File: config.mk
export PLATFORM = sky130hd
export DESIGN_NAME = mem_arb_flat
export DESIGN_NICKNAME = d
export VERILOG_FILES = /design/src/rtl/mem_arb_pkg.sv /design/src/rtl/mem_arb_if.sv /design/src/rtl/mem_arb_rr.sv /design/src/rtl/mem_arb.sv /design/src/flat_wrapper.sv
export SDC_FILE = /design/constraint.sdc
export NUM_CORES = 1
export LEC_CHECK = 0
export CAP_MARGIN = 10
export CORE_MARGIN = 2
export CORE_UTILIZATION = 41
export DETAILED_ROUTE_END_ITERATION = 12
export GPL_ROUTABILITY_DRIVEN = 0
export GPL_TIMING_DRIVEN = 0
export PLACE_DENSITY = 0.81
export SLEW_MARGIN = 20
export SYNTH_ARGS = -nofsm -noshare
export SYNTH_HDL_FRONTEND = slang
export SYNTH_SLANG_ARGS = --single-unit
File: constraint.sdc
create_clock -name clk -period 5.4 [get_ports clk]
set_clock_uncertainty 0.15 [all_clocks]
set_input_delay 0.81 -clock clk [delete_from_list [all_inputs] [get_ports clk]]
set_output_delay 0.81 -clock clk [all_outputs]
set_load 0.02 [all_outputs]
File: src/rtl/mem_arb_pkg.sv
// Shared types and constants for the unified-memory arbiter.
package mem_arb_pkg;

    typedef enum logic [1:0] {
        IDLE,
        ACCESS,
        RESP
    } state_e;

    localparam logic OWN_CPU = 1'b0;
    localparam logic OWN_DBG = 1'b1;

    // Wide enough for MEM_LAT-1 with MEM_LAT up to 15.
    localparam int LAT_W = 4;

endpackage

File: src/rtl/mem_arb_if.sv
// Bundle of the CPU port, debug port and memory-side signals around mem_arb.
interface mem_arb_if #(
    parameter int AW = 32,
    parameter int DW = 32
) ();

    logic          cpu_req;
    logic          cpu_we;
    logic [AW-1:0] cpu_addr;
    logic [DW-1:0] cpu_wdata;
    logic [DW-1:0] cpu_rdata;
    logic          cpu_ack;
    logic          cpu_stall;

    logic          dbg_req;
    logic          dbg_we;
    logic [AW-1:0] dbg_addr;
    logic [DW-1:0] dbg_wdata;
    logic [DW-1:0] dbg_rdata;
    logic          dbg_ack;

    logic          mem_re;
    logic          mem_we;
    logic [AW-1:0] mem_addr;
    logic [DW-1:0] mem_wdata;
    logic [DW-1:0] mem_rdata;

    logic          owner;

    // Arbiter side.
    modport slave (
        input  cpu_req, cpu_we, cpu_addr, cpu_wdata,
        output cpu_rdata, cpu_ack, cpu_stall,
        input  dbg_req, dbg_we, dbg_addr, dbg_wdata,
        output dbg_rdata, dbg_ack,
        output mem_re, mem_we, mem_addr, mem_wdata,
        input  mem_rdata,
        output owner
    );

    // Requesters plus memory: everything the arbiter drives is seen here as input.
    modport master (
        output cpu_req, cpu_we, cpu_addr, cpu_wdata,
        input  cpu_rdata, cpu_ack, cpu_stall,
        output dbg_req, dbg_we, dbg_addr, dbg_wdata,
        input  dbg_rdata, dbg_ack,
        input  mem_re, mem_we, mem_addr, mem_wdata,
        output mem_rdata,
        input  owner
    );

endinterface

File: src/rtl/mem_arb_rr.sv
// Combinational 2-way round-robin picker; the last_owner state is held by the caller.
module mem_arb_rr
    import mem_arb_pkg::*;
(
    input  logic [1:0] req_i,
    input  logic       last_owner_i,
    output logic       gnt_valid_o,
    output logic       gnt_id_o
);

    // NOTE: every output gets a default before the branches so no latch is inferred.
    always_comb begin
        gnt_valid_o = |req_i;
        gnt_id_o    = OWN_CPU;
        if (req_i == 2'b11) begin
            gnt_id_o = ~last_owner_i;
        end else if (req_i[1]) begin
            gnt_id_o = OWN_DBG;
        end
    end

endmodule

File: src/rtl/mem_arb.sv
// Serializes CPU and debug accesses to the unified memory: arbitrate in IDLE,
// drive memory for MEM_LAT cycles in ACCESS, pulse the owner's ack in RESP.
module mem_arb
    import mem_arb_pkg::*;
#(
    parameter int AW      = 32,
    parameter int DW      = 32,
    parameter int MEM_LAT = 1
) (
    input  logic     clk,
    input  logic     reset,
    mem_arb_if.slave bus
);

    localparam logic [LAT_W-1:0] CNT_INIT = LAT_W'(MEM_LAT - 1);

    state_e           state_q, state_d;
    logic             last_owner_q, last_owner_d;
    logic             owner_q, owner_d;
    logic [LAT_W-1:0] cnt_q, cnt_d;
    logic             we_q, we_d;
    logic [AW-1:0]    addr_q, addr_d;
    logic [DW-1:0]    wdata_q, wdata_d;
    logic [DW-1:0]    cpu_rdata_q, cpu_rdata_d;
    logic [DW-1:0]    dbg_rdata_q, dbg_rdata_d;

    logic             gnt_valid;
    logic             gnt_id;

    mem_arb_rr u_rr (
        .req_i        ({bus.dbg_req, bus.cpu_req}),
        .last_owner_i (last_owner_q),
        .gnt_valid_o  (gnt_valid),
        .gnt_id_o     (gnt_id)
    );

    always_comb begin
        state_d      = state_q;
        last_owner_d = last_owner_q;
        owner_d      = owner_q;
        cnt_d        = cnt_q;
        we_d         = we_q;
        addr_d       = addr_q;
        wdata_d      = wdata_q;
        cpu_rdata_d  = cpu_rdata_q;
        dbg_rdata_d  = dbg_rdata_q;

        case (state_q)
            IDLE: begin
                if (gnt_valid) begin
                    owner_d = gnt_id;
                    we_d    = (gnt_id == OWN_DBG) ? bus.dbg_we    : bus.cpu_we;
                    addr_d  = (gnt_id == OWN_DBG) ? bus.dbg_addr  : bus.cpu_addr;
                    wdata_d = (gnt_id == OWN_DBG) ? bus.dbg_wdata : bus.cpu_wdata;
                    cnt_d   = CNT_INIT;
                    state_d = ACCESS;
                end
            end
            ACCESS: begin
                if (cnt_q == '0) begin
                    // Memory data is only guaranteed on the last ACCESS cycle.
                    if (!we_q) begin
                        if (owner_q == OWN_DBG) dbg_rdata_d = bus.mem_rdata;
                        else                    cpu_rdata_d = bus.mem_rdata;
                    end
                    state_d = RESP;
                end else begin
                    cnt_d = cnt_q - 1'b1;
                end
            end
            RESP: begin
                last_owner_d = owner_q;
                state_d      = IDLE;
            end
            default: state_d = IDLE;
        endcase
    end

    // NOTE: state registers use non-blocking assignments so every flop sees pre-edge values.
    // NOTE: the rdata holding registers are plain flops with defined reset values, not a RAM.
    always_ff @(posedge clk or posedge reset) begin
        if (reset) begin
            state_q      <= IDLE;
            last_owner_q <= OWN_DBG;
            owner_q      <= OWN_CPU;
            cnt_q        <= '0;
            we_q         <= 1'b0;
            addr_q       <= '0;
            wdata_q      <= '0;
            cpu_rdata_q  <= '0;
            dbg_rdata_q  <= '0;
        end else begin
            state_q      <= state_d;
            last_owner_q <= last_owner_d;
            owner_q      <= owner_d;
            cnt_q        <= cnt_d;
            we_q         <= we_d;
            addr_q       <= addr_d;
            wdata_q      <= wdata_d;
            cpu_rdata_q  <= cpu_rdata_d;
            dbg_rdata_q  <= dbg_rdata_d;
        end
    end

    // The write strobe is limited to the first ACCESS cycle: one write per transaction.
    assign bus.mem_re    = (state_q == ACCESS) && !we_q;
    assign bus.mem_we    = (state_q == ACCESS) && we_q && (cnt_q == CNT_INIT);
    assign bus.mem_addr  = addr_q;
    assign bus.mem_wdata = wdata_q;

    assign bus.cpu_ack   = (state_q == RESP) && (owner_q == OWN_CPU);
    assign bus.dbg_ack   = (state_q == RESP) && (owner_q == OWN_DBG);
    assign bus.cpu_rdata = cpu_rdata_q;
    assign bus.dbg_rdata = dbg_rdata_q;
    assign bus.cpu_stall = bus.cpu_req && !bus.cpu_ack;
    assign bus.owner     = owner_q;

endmodule

File: src/flat_wrapper.sv
// flat-port wrapper written by rule: the top's interface ports become plain ports
module mem_arb_flat import mem_arb_pkg::*;
#(
    parameter int AW      = 32,
    parameter int DW      = 32,
    parameter int MEM_LAT = 1
)
  (clk, reset, bus_cpu_req, bus_cpu_we, bus_cpu_addr, bus_cpu_wdata, bus_cpu_rdata, bus_cpu_ack, bus_cpu_stall, bus_dbg_req, bus_dbg_we, bus_dbg_addr, bus_dbg_wdata, bus_dbg_rdata, bus_dbg_ack, bus_mem_re, bus_mem_we, bus_mem_addr, bus_mem_wdata, bus_mem_rdata, bus_owner);
  mem_arb_if #(.AW(AW), .DW(DW)) bus_i ();
  input  logic clk;
  input  logic reset;
  input wire logic [$bits(bus_i.cpu_req)-1:0] bus_cpu_req;
  input wire logic [$bits(bus_i.cpu_we)-1:0] bus_cpu_we;
  input wire logic [$bits(bus_i.cpu_addr)-1:0] bus_cpu_addr;
  input wire logic [$bits(bus_i.cpu_wdata)-1:0] bus_cpu_wdata;
  output wire logic [$bits(bus_i.cpu_rdata)-1:0] bus_cpu_rdata;
  output wire logic [$bits(bus_i.cpu_ack)-1:0] bus_cpu_ack;
  output wire logic [$bits(bus_i.cpu_stall)-1:0] bus_cpu_stall;
  input wire logic [$bits(bus_i.dbg_req)-1:0] bus_dbg_req;
  input wire logic [$bits(bus_i.dbg_we)-1:0] bus_dbg_we;
  input wire logic [$bits(bus_i.dbg_addr)-1:0] bus_dbg_addr;
  input wire logic [$bits(bus_i.dbg_wdata)-1:0] bus_dbg_wdata;
  output wire logic [$bits(bus_i.dbg_rdata)-1:0] bus_dbg_rdata;
  output wire logic [$bits(bus_i.dbg_ack)-1:0] bus_dbg_ack;
  output wire logic [$bits(bus_i.mem_re)-1:0] bus_mem_re;
  output wire logic [$bits(bus_i.mem_we)-1:0] bus_mem_we;
  output wire logic [$bits(bus_i.mem_addr)-1:0] bus_mem_addr;
  output wire logic [$bits(bus_i.mem_wdata)-1:0] bus_mem_wdata;
  input wire logic [$bits(bus_i.mem_rdata)-1:0] bus_mem_rdata;
  output wire logic [$bits(bus_i.owner)-1:0] bus_owner;
  assign bus_i.cpu_req = bus_cpu_req;
  assign bus_i.cpu_we = bus_cpu_we;
  assign bus_i.cpu_addr = bus_cpu_addr;
  assign bus_i.cpu_wdata = bus_cpu_wdata;
  assign bus_cpu_rdata = bus_i.cpu_rdata;
  assign bus_cpu_ack = bus_i.cpu_ack;
  assign bus_cpu_stall = bus_i.cpu_stall;
  assign bus_i.dbg_req = bus_dbg_req;
  assign bus_i.dbg_we = bus_dbg_we;
  assign bus_i.dbg_addr = bus_dbg_addr;
  assign bus_i.dbg_wdata = bus_dbg_wdata;
  assign bus_dbg_rdata = bus_i.dbg_rdata;
  assign bus_dbg_ack = bus_i.dbg_ack;
  assign bus_mem_re = bus_i.mem_re;
  assign bus_mem_we = bus_i.mem_we;
  assign bus_mem_addr = bus_i.mem_addr;
  assign bus_mem_wdata = bus_i.mem_wdata;
  assign bus_i.mem_rdata = bus_mem_rdata;
  assign bus_owner = bus_i.owner;
  mem_arb #(.AW(AW), .DW(DW), .MEM_LAT(MEM_LAT)) u_core (.clk(clk), .reset(reset), .bus(bus_i));
endmodule
# After elaboration in Yosys (flattened, before gate mapping)
# Cells that the tools add are included.
[totals]
input_bits = 166
output_inout_bits = 134
wordCells = 47
regBits = 137
[classes]
eq_ne = 6
add_sub_neg = 1
n_mux = 11
n_bitwise = 3
reduce_logical = 17
[ops]
columns = ["operator", "count"]
rows = [
  ["2-to-1 mux 32 bit", 2],
  ["2-to-1 mux 4 bit", 2],
  ["case mux 4 bit (2 select lines)", 1],
  ["AND reduction 4 bit", 2],
  ["logical AND 1 bit", 6],
  ["equality test 2 bit (second input constant)", 2],
  ["zero test 4 bit", 1],
  ["2-to-1 mux 2 bit", 2],
  ["inequality test 2 x 1 -> 1 bit (second input constant)", 2],
  ["case mux 2 bit (2 select lines)", 1],
  ["AND reduction 2 bit", 2],
  ["subtractor 4 x 1 -> 4 bit (second input constant)", 1],
  ["2-to-1 mux 1 bit", 3],
  ["inverter 1 bit", 3],
  ["AND reduction 3 bit", 1],
  ["equality test 2 x 1 -> 1 bit (second input constant)", 1],
  ["zero test 1 bit", 2],
  ["zero test 2 bit", 1],
  ["inequality test 2 bit (second input constant)", 1],
  ["nonzero test 2 bit", 1],
  ["OR reduction 2 bit", 1],
]

# Depth between registers and ports, before layout
# Gate-level depths: netlist of run 1.
[logic_depth]
depth_word = 4
depth_mapped = 7
depth_no_buf = 5

# Modules after synthesis
# A second synthesis of run 1 with hierarchy kept.
[hier_totals]
hier_cells = 466
area_unflattened_um2 = 6077.1
[modules_own_cells]
columns = ["mod", "n_inst", "seq_area_each_um2", "area_per_inst_um2", "cells_per_inst"]
rows = [
  ["mem_arb", 1, 3429.5, 6063.3, 464],
  ["mem_arb_rr", 1, 0.0, 13.8, 2],
]

# Worst setup path before layout of run 1
# Ideal clock, no wire load.
[synth_path]
path_kind = "in2reg"
start = "input port bus_dbg_req"
end = "register u_core.addr_q[18], in the netlist u_core.bus.mem_addr[18]"
setup_ns = 0.125
setup_slack_ns = 2.992
arrival_ns = 2.133
cell_stages = 5
cell_sequence = "a21bo_2 > clkbuf_1 > buf_2 > mux2_2 > mux2_2"
[synth_via]
elab_chain_len = 3
word_cells_on_any_way = 6
classes_between = "eq/ne (1); mux (3); reduce/logical (2)"
[synth_lines]
columns = ["element", "line_no", "text"]
rows = [
  ["start, declared", "flat_wrapper.sv:19", "input wire logic [$bits(bus_i.dbg_req)-1:0] bus_dbg_req;"],
  ["equality test 2 bit / 2-to-1 mux 1 bit (equally long branches)", "mem_arb_rr.sv:15, mem_arb_rr.sv:17", ""],
  ["2-to-1 mux 1 bit", "mem_arb_rr.sv:15", "if (req_i == 2'b11) begin"],
  ["2-to-1 mux 32 bit", "mem_arb.sv:53", "addr_d = (gnt_id == OWN_DBG) ? bus.dbg_addr : bus.cpu_addr;"],
  ["end signal, assigned", "mem_arb.sv:98", "addr_q <= addr_d;"],
  ["end, declared", "mem_arb.sv:22", "logic [AW-1:0] addr_q, addr_d;"],
]
# Parallel ways exist; a longest one is shown, timed or not.
# A chain may end at the register's enable or synchronous reset.

# Worst setup path after layout of run 1
[layout_path]
start = "register u_core.cnt_q[0]"
end = "output port bus_mem_we"
[layout_via]
elab_chain_len = 2
[layout_lines]
columns = ["element", "line_no", "text"]
rows = [
  ["start, declared", "mem_arb.sv:20", "logic [LAT_W-1:0] cnt_q, cnt_d;"],
  ["start signal, assigned", "mem_arb.sv:96", "cnt_q <= cnt_d;"],
  ["zero test 4 bit", "mem_arb.sv:107", "assign bus.mem_we = (state_q == ACCESS) && we_q && (cnt_q == CNT_INIT);"],
  ["logical AND 1 bit", "mem_arb.sv:107", ""],
  ["end, declared", "flat_wrapper.sv:26", "output wire logic [$bits(bus_i.mem_we)-1:0] bus_mem_we;"],
]
# No other way between the ends.

==> results of run 1 <==
[cells in the final DEF, fill, tap and decap left out, types with 2 or more instances in the layout]
master,n
mux2_2,164
bufinv_16,3
nor3_1,5
clkdlybuf4s50_1,299
o311ai_0,2
inv_6,3
clkbuf_1,5
clkbuf_16,17
nand2b_1,2
dfrtp_1,136
inv_1,4
buf_1,3
buf_12,3
clkinv_4,2
mux2i_1,2
clkinvlp_4,4
nor2_1,4
mux2_4,30
clkbuf_8,3
o21ai_0,5
buf_2,11
[area by class of cell]
class | instances | area, sq um
fillers | 1011 | 4560
flip-flops and latches | 137 | 3430
repair buffers | 300 | 3020
multi-input cells | 228 | 2540
clock buffers | 20 | 467
well taps | 184 | 230
clock inverters | 12 | 164
plain buffers | 23 | 156
inverters | 5 | 26.3
[kinds of logic after synthesis]
logic type                 count (synthesis)  share of synthesized area
muxes                                    196                      0.377
adders and majority gates                  1                    0.00204
buffers and inverters                     28                     0.0285
and+or+nand+nor                           21                     0.0228
DFF                                      137                      0.558
AOI/OAI and AO/OA                         10                     0.0110
[worst paths after layout]
path / cells past startpoint / slack (ns) / to / from
setup reg to reg: 5 / 3.02 / u_core.bus.mem_addr[27]$_DFFE_PP0P_ / u_core.last_owner_q$_DFFE_PP1N_
min in group asynchronous: 2 / 0.59 / u_core.bus.dbg_rdata[10]$_DFFE_PP0P_ / reset
max in group asynchronous: 3 / 3.71 / u_core.last_owner_q$_DFFE_PP1N_ / reset
setup / recovery: 6 / 2.20 / bus_mem_we / u_core.cnt_q[0]$_DFFE_PP0P_
hold reg to reg: 1 / 0.35 / u_core.bus.mem_addr[14]$_DFFE_PP0P_ / u_core.bus.mem_addr[14]$_DFFE_PP0P_
hold / removal: 1 / 0.35 / u_core.bus.mem_addr[14]$_DFFE_PP0P_ / u_core.bus.mem_addr[14]$_DFFE_PP0P_
[where the power goes]
group,internal (mW),total (mW),switching (mW)
Sequential,1.57,1.86,0.298
Clock,0.768,1.22,0.450
Combinational,1.73,3.12,1.39
[stage by stage]
step,std cells,setup slack [ns],power [mW],TNS (ns)
after floorplan,393,0.774,3.56,0
after global placement,876,-0.894,4.91,-119.82
after detailed placement,877,2.12,5.02,0
after CTS,909,2.18,6.27,0
after global routing,909,2.12,6.52,0
final,909,2.20,6.20,0
[flip-flops by register name (all words and copies together) (netlist names)]
name / cells
u_core.we_q: 1
u_core.state_q: 2
u_core.cnt_q: 4
u_core.bus.mem_wdata: 32
u_core.bus.dbg_rdata: 32
u_core.bus.cpu_rdata: 32
u_core.last_owner_q: 1
u_core.bus.mem_addr: 32
u_core.bus.owner: 1
[per-layer routing]
metal  vias up  GRT usage
met2       193      0.379
li1       2055          -
met1      2128      0.234
met4         0     0.0795
met3        33     0.0763
met5         -          0
==> flow_summary.ini, run 1 <==
[floorplanning]
row_count = 44
core-area_sq_um = 14600
die_area_sq_um = 16000
die_x_um = 126
die_h_um = 126
start_util = 0.421
boundaryPins = 300

[detailed_routing]
drt_iter0_markers = 160
drtPass1Iterations = 4
wirelength_mm = 16.6
wl_met2_mm = 8.50
drc = 0
routed.top_layer = met4
vias = 4409
via_per_inst = 4.85
dr_wl_met3_mm = 1.47
m1WireLength_mm = 6.23
wl_per_cell_um = 18.2
postRouteAntennaNets = 0

[finish]
nets = 879
fin_area_sq_um = 10000
area_growth_pct = 63.3
antenna_cells = 0
drive_gt1_frac = 0.341
final_util = 0.688

[cts]
cts_buffer_depth = 2
cts_inserted_buffers = 17
hold_buffers = 0
cts.sink_count = 137
cts_tree = yes
h-tree-depth = 4
cts.clk_slew.worst_paths_ns = 0.06
cts_root_buf = clkbuf_16
clk_latency_ns = 0.42
post-cts-setup-buffer-count = 0
cts_resized = 0

[synthesis]
synth_area_sq_um = 6140
synth_commonest_cells = mux2_2, dfrtp_1, mux2_4
synth_fp_nets = 560
netlist_instances = 393
yosysTopAreaCellShare = 0.554
synth_edf_count = 0
ys.flop_type = dfrtp_1
yosysUniqueCellTypes = 30
synth.area.top_cells = dfrtp_1, mux2_2, mux2_4
ys_seq_elements = 137
avgSynthCellArea_sq_um = 15.6
yosys.area.top_type = dfrtp_1
synth_warnings = 0
yosysMostFrequentCell = mux2_2
synth-async-reset-ratio = 1.00
ys_seq_area_frac = 0.558

[global_routing]
overflow = 0
grt_max_degree = 112
grt_pass1_wl_mm = 26.7
antenna_found_initial = 0
grt_pass1_vias = 5030
grt_usage = 0.214

[sta]
setup_violations = 0
timing.hold.ws_ns = 0.353
max_freq_ghz = 0.313
rsz0062_at_grt = no
finalMaxSlewViolations = 0
hold_viol = 0
fin_crit_sh = 0.592
slew_headroom = 0.603
tightest_slew_ns = 0.595
finalCriticalPeriod_ns = 3.20

[power_and_ir_drop]
p_per_area_nw_per_um2 = 618
peakVddDrop_v = 0.000349
p_leak_nw = 4.22

[placement]
dp_hpwl_mm = 12.7
placed_area_sq_um = 9400
portBuffers = 299

[worst_setup_path]
arrival_ns = 2.24
crit_chain = inv_1 > ha_1 > nand3b_1 > nor3_1 > and2_1 > clkdlybuf4s50_1
startpoint_type = register
critPathBufInv = 2
cp_data_required_time_ns = 4.44
crit_path_top_delay_cell = clkdlybuf4s50_1
crit_type = register to output port
cp_top_family = buffers and inverters
slowest_delay_ns = 0.63
critPathMaxFanout = 3
end_kind = output port

[status]
status = finished, final reports clean

[hold_path]
hp-class = register to register

[job]
maxCapViolations = 0
Power figures use the tool's default switching activity.
==> run 2: changes to the inputs <==
--- a/config.mk
+++ b/config.mk
@@ -7,11 +7,11 @@
 export LEC_CHECK = 0
 export CAP_MARGIN = 10
 export CORE_MARGIN = 2
-export CORE_UTILIZATION = 41
+export CORE_UTILIZATION = 37
 export DETAILED_ROUTE_END_ITERATION = 12
 export GPL_ROUTABILITY_DRIVEN = 0
 export GPL_TIMING_DRIVEN = 0
-export PLACE_DENSITY = 0.81
+export PLACE_DENSITY = 0.77
 export SLEW_MARGIN = 20
 export SYNTH_ARGS = -nofsm -noshare
 export SYNTH_HDL_FRONTEND = slang
==> constraint.sdc (replaced) <==
create_clock -name clk -period 2.9 [get_ports clk]
set_clock_uncertainty 0.15 [all_clocks]
set_input_delay 0.435 -clock clk [delete_from_list [all_inputs] [get_ports clk]]
set_output_delay 0.435 -clock clk [all_outputs]
set_load 0.02 [all_outputs]
==> run 2 against run 1 <==
Compared with the run above: final cell count rose by 4.3%; critical path depth did not move; first-iteration DRC count fell by 24%.
==> flow_summary.ini, run 2 (synthesis gave the netlist of run 1 again) <==
[status]
status = finished, final reports clean

[worst_setup_path]
reg2reg_from = u_core.last_owner_q$_DFFE_PP1N_
slowest_delay_ns = 0.62
startpoint_type = register
crit_chain = inv_1 > ha_1 > nand3b_1 > nor3_1 > and2_1 > clkdlybuf4s50_1
cp_top_family = buffers and inverters
arrival_ns = 2.20
cp_data_required_time_ns = 2.32
crit_type = register to output port
critPathMaxFanout = 3
crit_path_top_delay_cell = clkdlybuf4s50_1
crit_cells = 6
reg2reg_slack_ns = 0.48
end_kind = output port
cp-startpoint = u_core.cnt_q[0]$_DFFE_PP0P_
rr_worst_depth = 5
worst_r2r_endpoint = u_core.bus.mem_wdata[11]$_DFFE_PP0P_
critPathBufInv = 2

[power_and_ir_drop]
switching_share = 0.346
clockPowerShare = 0.194
peakVddDrop_v = 0.000615
p_leak_nw = 4.24
power.total_mw = 11.5
p_per_area_nw_per_um2 = 1140
pwr-share-seq = 0.302
p_sw_mw = 3.99
p_int_mw = 7.54
p_comb_frac = 0.505

[floorplanning]
boundaryPins = 300
row_count = 47
core-area_sq_um = 16400
die_x_um = 133
start_util = 0.374
die_h_um = 133
die_area_sq_um = 17600

[cts]
cts.clk_slew.worst_paths_ns = 0.06
cts_buffer_depth = 2
cts_inserted_buffers = 17
clk_latency_ns = 0.41
hold_buffers = 0
post-cts-setup-buffer-count = 0
cts_root_buf = clkbuf_16
cts.sink_count = 137
h-tree-depth = 4
cts_resized = 0
cts_tree = yes

[hold_path]
hp-class = input pin to asynchronous set/reset pin

[global_routing]
grt_pass1_vias = 5017
grt_pass1_wl_mm = 26.2
antenna_found_initial = 0
overflow = 0
grt_usage = 0.190
grt_max_degree = 36

[sta]
slew_headroom = 0.592
max_freq_ghz = 0.359
hold_viol = 0
fin_crit_sh = 0.961
tightest_slew_ns = 0.612
finalMaxSlewViolations = 0
setup_violations = 0
timing.hold.ws_ns = 0.182
finalCriticalPeriod_ns = 2.79
rsz0062_at_grt = no

[finish]
nFillCells = 1231
nets = 882
area_growth_pct = 64.5
drive_gt1_frac = 0.342
final_common_cell = clkdlybuf4s50_1
multiInputGateArea_sq_um = 2540
antenna_cells = 0
final_cell_mix = clkdlybuf4s50_1, mux2_2, dfrtp_1
regArea_sq_um = 3430

[job]
maxCapViolations = 0

[placement]
dp_hpwl_mm = 12.8
portBuffers = 299

[detailed_routing]
wl_per_cell_um = 17.5
drt_iter0_markers = 121
wirelength_mm = 16.6
vias = 4460
drtPass1Iterations = 4
postRouteAntennaNets = 0
via_per_inst = 4.70
drc = 0
==> run 2: cell types whose count changed in the layout (fill, tap and decap cells not counted), moves of 2 or more <==
cell        change
buf_12          +4
clkbuf_8        -2
clkinv_2        +2
clkinv_4        +2
clkinvlp_4      -2
==> run 2: how the worst max path moves through the flow <==
stage                                                end
global route                                  bus_mem_we
finish                                        bus_mem_we
global placement    u_core.bus.mem_wdata[25]$_DFFE_PP0P_
CTS                                           bus_mem_we
detailed placement  u_core.bus.mem_wdata[11]$_DFFE_PP0P_
floorplan            u_core.bus.cpu_rdata[0]$_DFFE_PP0P_
==> run 2: stage by stage <==
step	cells	setup TNS (ns)	setup slack [ns]	util	area [sq um]
after global routing	948	0	0.00755	0.616	10100
after CTS	948	0	0.0865	0.616	10100
after detailed placement	916	-0.0317	-0.0160	0.579	9490
final	948	0	0.112	0.616	10100
after global placement	912	-73.19	-0.548	0.574	9410
after floorplan	393	0	0.609	-	6150
==> run 2: layer usage <==
layer / wire [um] / track usage / vias up
li1: - / - / 2065
met1: 6080 / 0.196 / 2168
met2: 8670 / 0.347 / 188
met3: 1320 / 0.0670 / 39
met4: 487 / 0.0812 / 0
met5: 0 / 0 / -
==> run 2: final cells by class <==
| class | count | area share |
|---|---|---|
| buffer | 23 | 0.0155 |
| clock buffer | 19 | 0.0438 |
| clock inverter | 13 | 0.0167 |
| tap | 220 | 0.0272 |
| sequential | 137 | 0.339 |
| inverter | 5 | 0.00223 |
| multi-input combinational | 228 | 0.251 |
| timing repair buffer | 303 | 0.304 |
==> run 2: power by group through the flow <==
stage | Combinational (mW) | Clock (mW) | Sequential, mW
after floorplan | 2.06 | 0 | 4.57
after global placement | 5.73 | 0 | 3.43
after detailed placement | 5.87 | 0 | 3.50
after CTS | 5.89 | 2.29 | 3.49
after global routing | 6.12 | 2.36 | 3.60
final | 5.82 | 2.23 | 3.48
==> run 3: changes to the inputs <==
--- a/config.mk
+++ b/config.mk
@@ -7,11 +7,11 @@
 export LEC_CHECK = 0
 export CAP_MARGIN = 10
 export CORE_MARGIN = 2
-export CORE_UTILIZATION = 37
+export CORE_UTILIZATION = 38
+export CTS_BUF_LIST = sky130_fd_sc_hd__clkbuf_4 sky130_fd_sc_hd__clkbuf_8
 export DETAILED_ROUTE_END_ITERATION = 12
-export GPL_ROUTABILITY_DRIVEN = 0
 export GPL_TIMING_DRIVEN = 0
-export PLACE_DENSITY = 0.77
+export PLACE_DENSITY = 0.79
 export SLEW_MARGIN = 20
 export SYNTH_ARGS = -nofsm -noshare
 export SYNTH_HDL_FRONTEND = slang
==> run 3 against run 2 <==
Compared with the run above: register-to-register slack got worse by 0.08 ns; flip-flop and latch count is the same; combinational power about the same; first-iteration DRC count up 26%; via count down 0.40%; sequential share of layout area is 0.82 points higher; non-clock buffer count is the same; critical path depth is 2 lower; clock-buffer cell count rose by 2; die area is 2.6% lower; final cell count shrank 0.42%; setup slack gained 0.22 ns.
==> flow_summary.ini, run 3 (synthesis gave the netlist of run 1 again) <==
[floorplanning]
die_h_um = 131
row_count = 46
die_x_um = 131
core-area_sq_um = 15800
die_area_sq_um = 17200
start_util = 0.388
boundaryPins = 300

[sta]
tns_ns = 0
hold_viol = 0
slew_headroom = 0.558
finalCriticalPeriod_ns = 2.57
finalMaxSlewViolations = 0
tightest_slew_ns = 0.664
setup_violations = 0
fin_crit_sh = 0.886
max_freq_ghz = 0.389
rsz0062_at_grt = no

[global_routing]
overflow = 0
grt_usage = 0.200
grt_max_degree = 37
grt_pass1_vias = 5213
grt_pass1_wl_mm = 27.1
antenna_found_initial = 0

[worst_setup_path]
arrival_ns = 1.98
cp-endpoint = bus_cpu_ack
startpoint_type = register
slowest_delay_ns = 0.65
cp_top_family = buffers and inverters
crit_cells = 4
cp_data_required_time_ns = 2.32
reg2reg_from = u_core.last_owner_q$_DFFE_PP1N_
worst_r2r_endpoint = u_core.bus.mem_wdata[8]$_DFFE_PP0P_
crit_type = register to output port
critPathMaxFanout = 10
critPathBufInv = 2
reg2reg_slack_ns = 0.40
crit_path_top_delay_cell = clkdlybuf4s50_1
rr_worst_depth = 5
crit_chain = buf_2 > nand2b_1 > nor2_1 > clkdlybuf4s50_1
cp-startpoint = u_core.state_q[0]$_DFFE_PP0P_
end_kind = output port

[cts]
cts_root_buf = clkbuf_8
hold_buffers = 0
cts.sink_count = 137
cts_inserted_buffers = 17
cts.clk_slew.worst_paths_ns = 0.07
cts_buffer_depth = 2
h-tree-depth = 4
cts_tree = yes
clk_latency_ns = 0.43

[finish]
final_common_cell = clkdlybuf4s50_1
area_growth_pct = 60.6
drive_gt1_frac = 0.343
nets = 882
final_util = 0.623
nFillCells = 1191
final_cell_mix = clkdlybuf4s50_1, mux2_2, dfrtp_1
antenna_cells = 0

[hold_path]
hp-class = input pin to asynchronous set/reset pin

[power_and_ir_drop]
p_leak_nw = 4.15
peakVddDrop_v = 0.000627
p_per_area_nw_per_um2 = 1090

[detailed_routing]
drtPass1Iterations = 4
wl_per_cell_um = 17.4
wirelength_mm = 16.5
drc = 0
vias = 4442
drt_iter0_markers = 153
via_per_inst = 4.71
postRouteAntennaNets = 0

[placement]
gp_congestion = 0.825
portBuffers = 299
dp_hpwl_mm = 12.9

[status]
status = finished, final reports clean

[job]
maxCapViolations = 0
-- run 3: changes by cell type in the layout (fill, tap and decap cells not counted) --
cell             delta
clkinvlp_4          +2
clkbuf_4            +2
clkbuf_1            -1
clkinv_4            -1
clkinv_2            +2
bufinv_16           -2
inv_6               -3
clkbuf_16          -17
dlymetal6s2s_1      +1
clkbuf_8           +18
clkdlybuf4s50_1     -1
-- run 3: timing repair --
action | 4_1_cts | 5_1_grt
endpoints found under the setup margin | 0 | 1
setup buffers | 0 | 0
gates resized for setup | 0 | 1
-- run 3: worst min-delay path by stage --
stage	start	end	slack, ns	cells past startpoint
final	reset	u_core.bus.mem_wdata[4]$_DFFE_PP0P_	0.12	2
after CTS	reset	u_core.bus.mem_wdata[4]$_DFFE_PP0P_	0.09	2
after detailed placement	u_core.bus.cpu_rdata[26]$_DFFE_PP0P_	u_core.bus.cpu_rdata[26]$_DFFE_PP0P_	0.34	1
after floorplan	u_core.last_owner_q$_DFFE_PP1N_	u_core.last_owner_q$_DFFE_PP1N_	0.34	1
after global routing	reset	u_core.bus.mem_wdata[4]$_DFFE_PP0P_	0.1	2
after global placement	u_core.bus.dbg_rdata[27]$_DFFE_PP0P_	u_core.bus.dbg_rdata[27]$_DFFE_PP0P_	0.34	1
-- run 3: final cells by class --
cell class | instances | area (sq um) | share of cell area
buffer | 23 | 156 | 0.0159
clock buffer | 21 | 277 | 0.0280
clock inverter | 11 | 98.8 | 0.0100
inverter | 5 | 22.5 | 0.00228
multi-input combinational | 228 | 2540 | 0.257
sequential | 137 | 3430 | 0.348
tap | 216 | 270 | 0.0274
timing repair buffer | 303 | 3080 | 0.312
-- run 3: through the flow --
step | power [mW] | instances | hold slack, ns | cell area (sq um) | setup WS, ns
6_report | 10.7 | 944 | 0.122 | 9870 | 0.332
5_1_grt | 11.3 | 944 | 0.0998 | 9870 | 0.258
4_1_cts | 10.9 | 944 | 0.0901 | 9860 | 0.0487
3_5_place_dp | 9.36 | 912 | 0.344 | 9490 | -0.0929
3_3_place_gp | 9.15 | 908 | 0.339 | 9410 | -0.511
2_1_floorplan | 6.63 | 393 | 0.344 | 6150 | 0.609
-- run 3: metal layers --
| layer | global-route usage | vias up | routed length [um] |
|---|---|---|---|
| met3 | 0.0667 | 41 | 1230 |
| met4 | 0.0857 | 0 | 493 |
| met2 | 0.361 | 192 | 8590 |
| li1 | - | 2054 | - |
| met5 | 0 | - | 0 |
| met1 | 0.212 | 2155 | 6140 |
-- run 3: power breakdown --
group	leakage [nW]	switching, mW	internal [mW]
clock	0.188	0.731	0.739
sequential	1.61	0.544	2.91
combinational	2.35	2.58	3.23
total	4.15	3.86	6.89
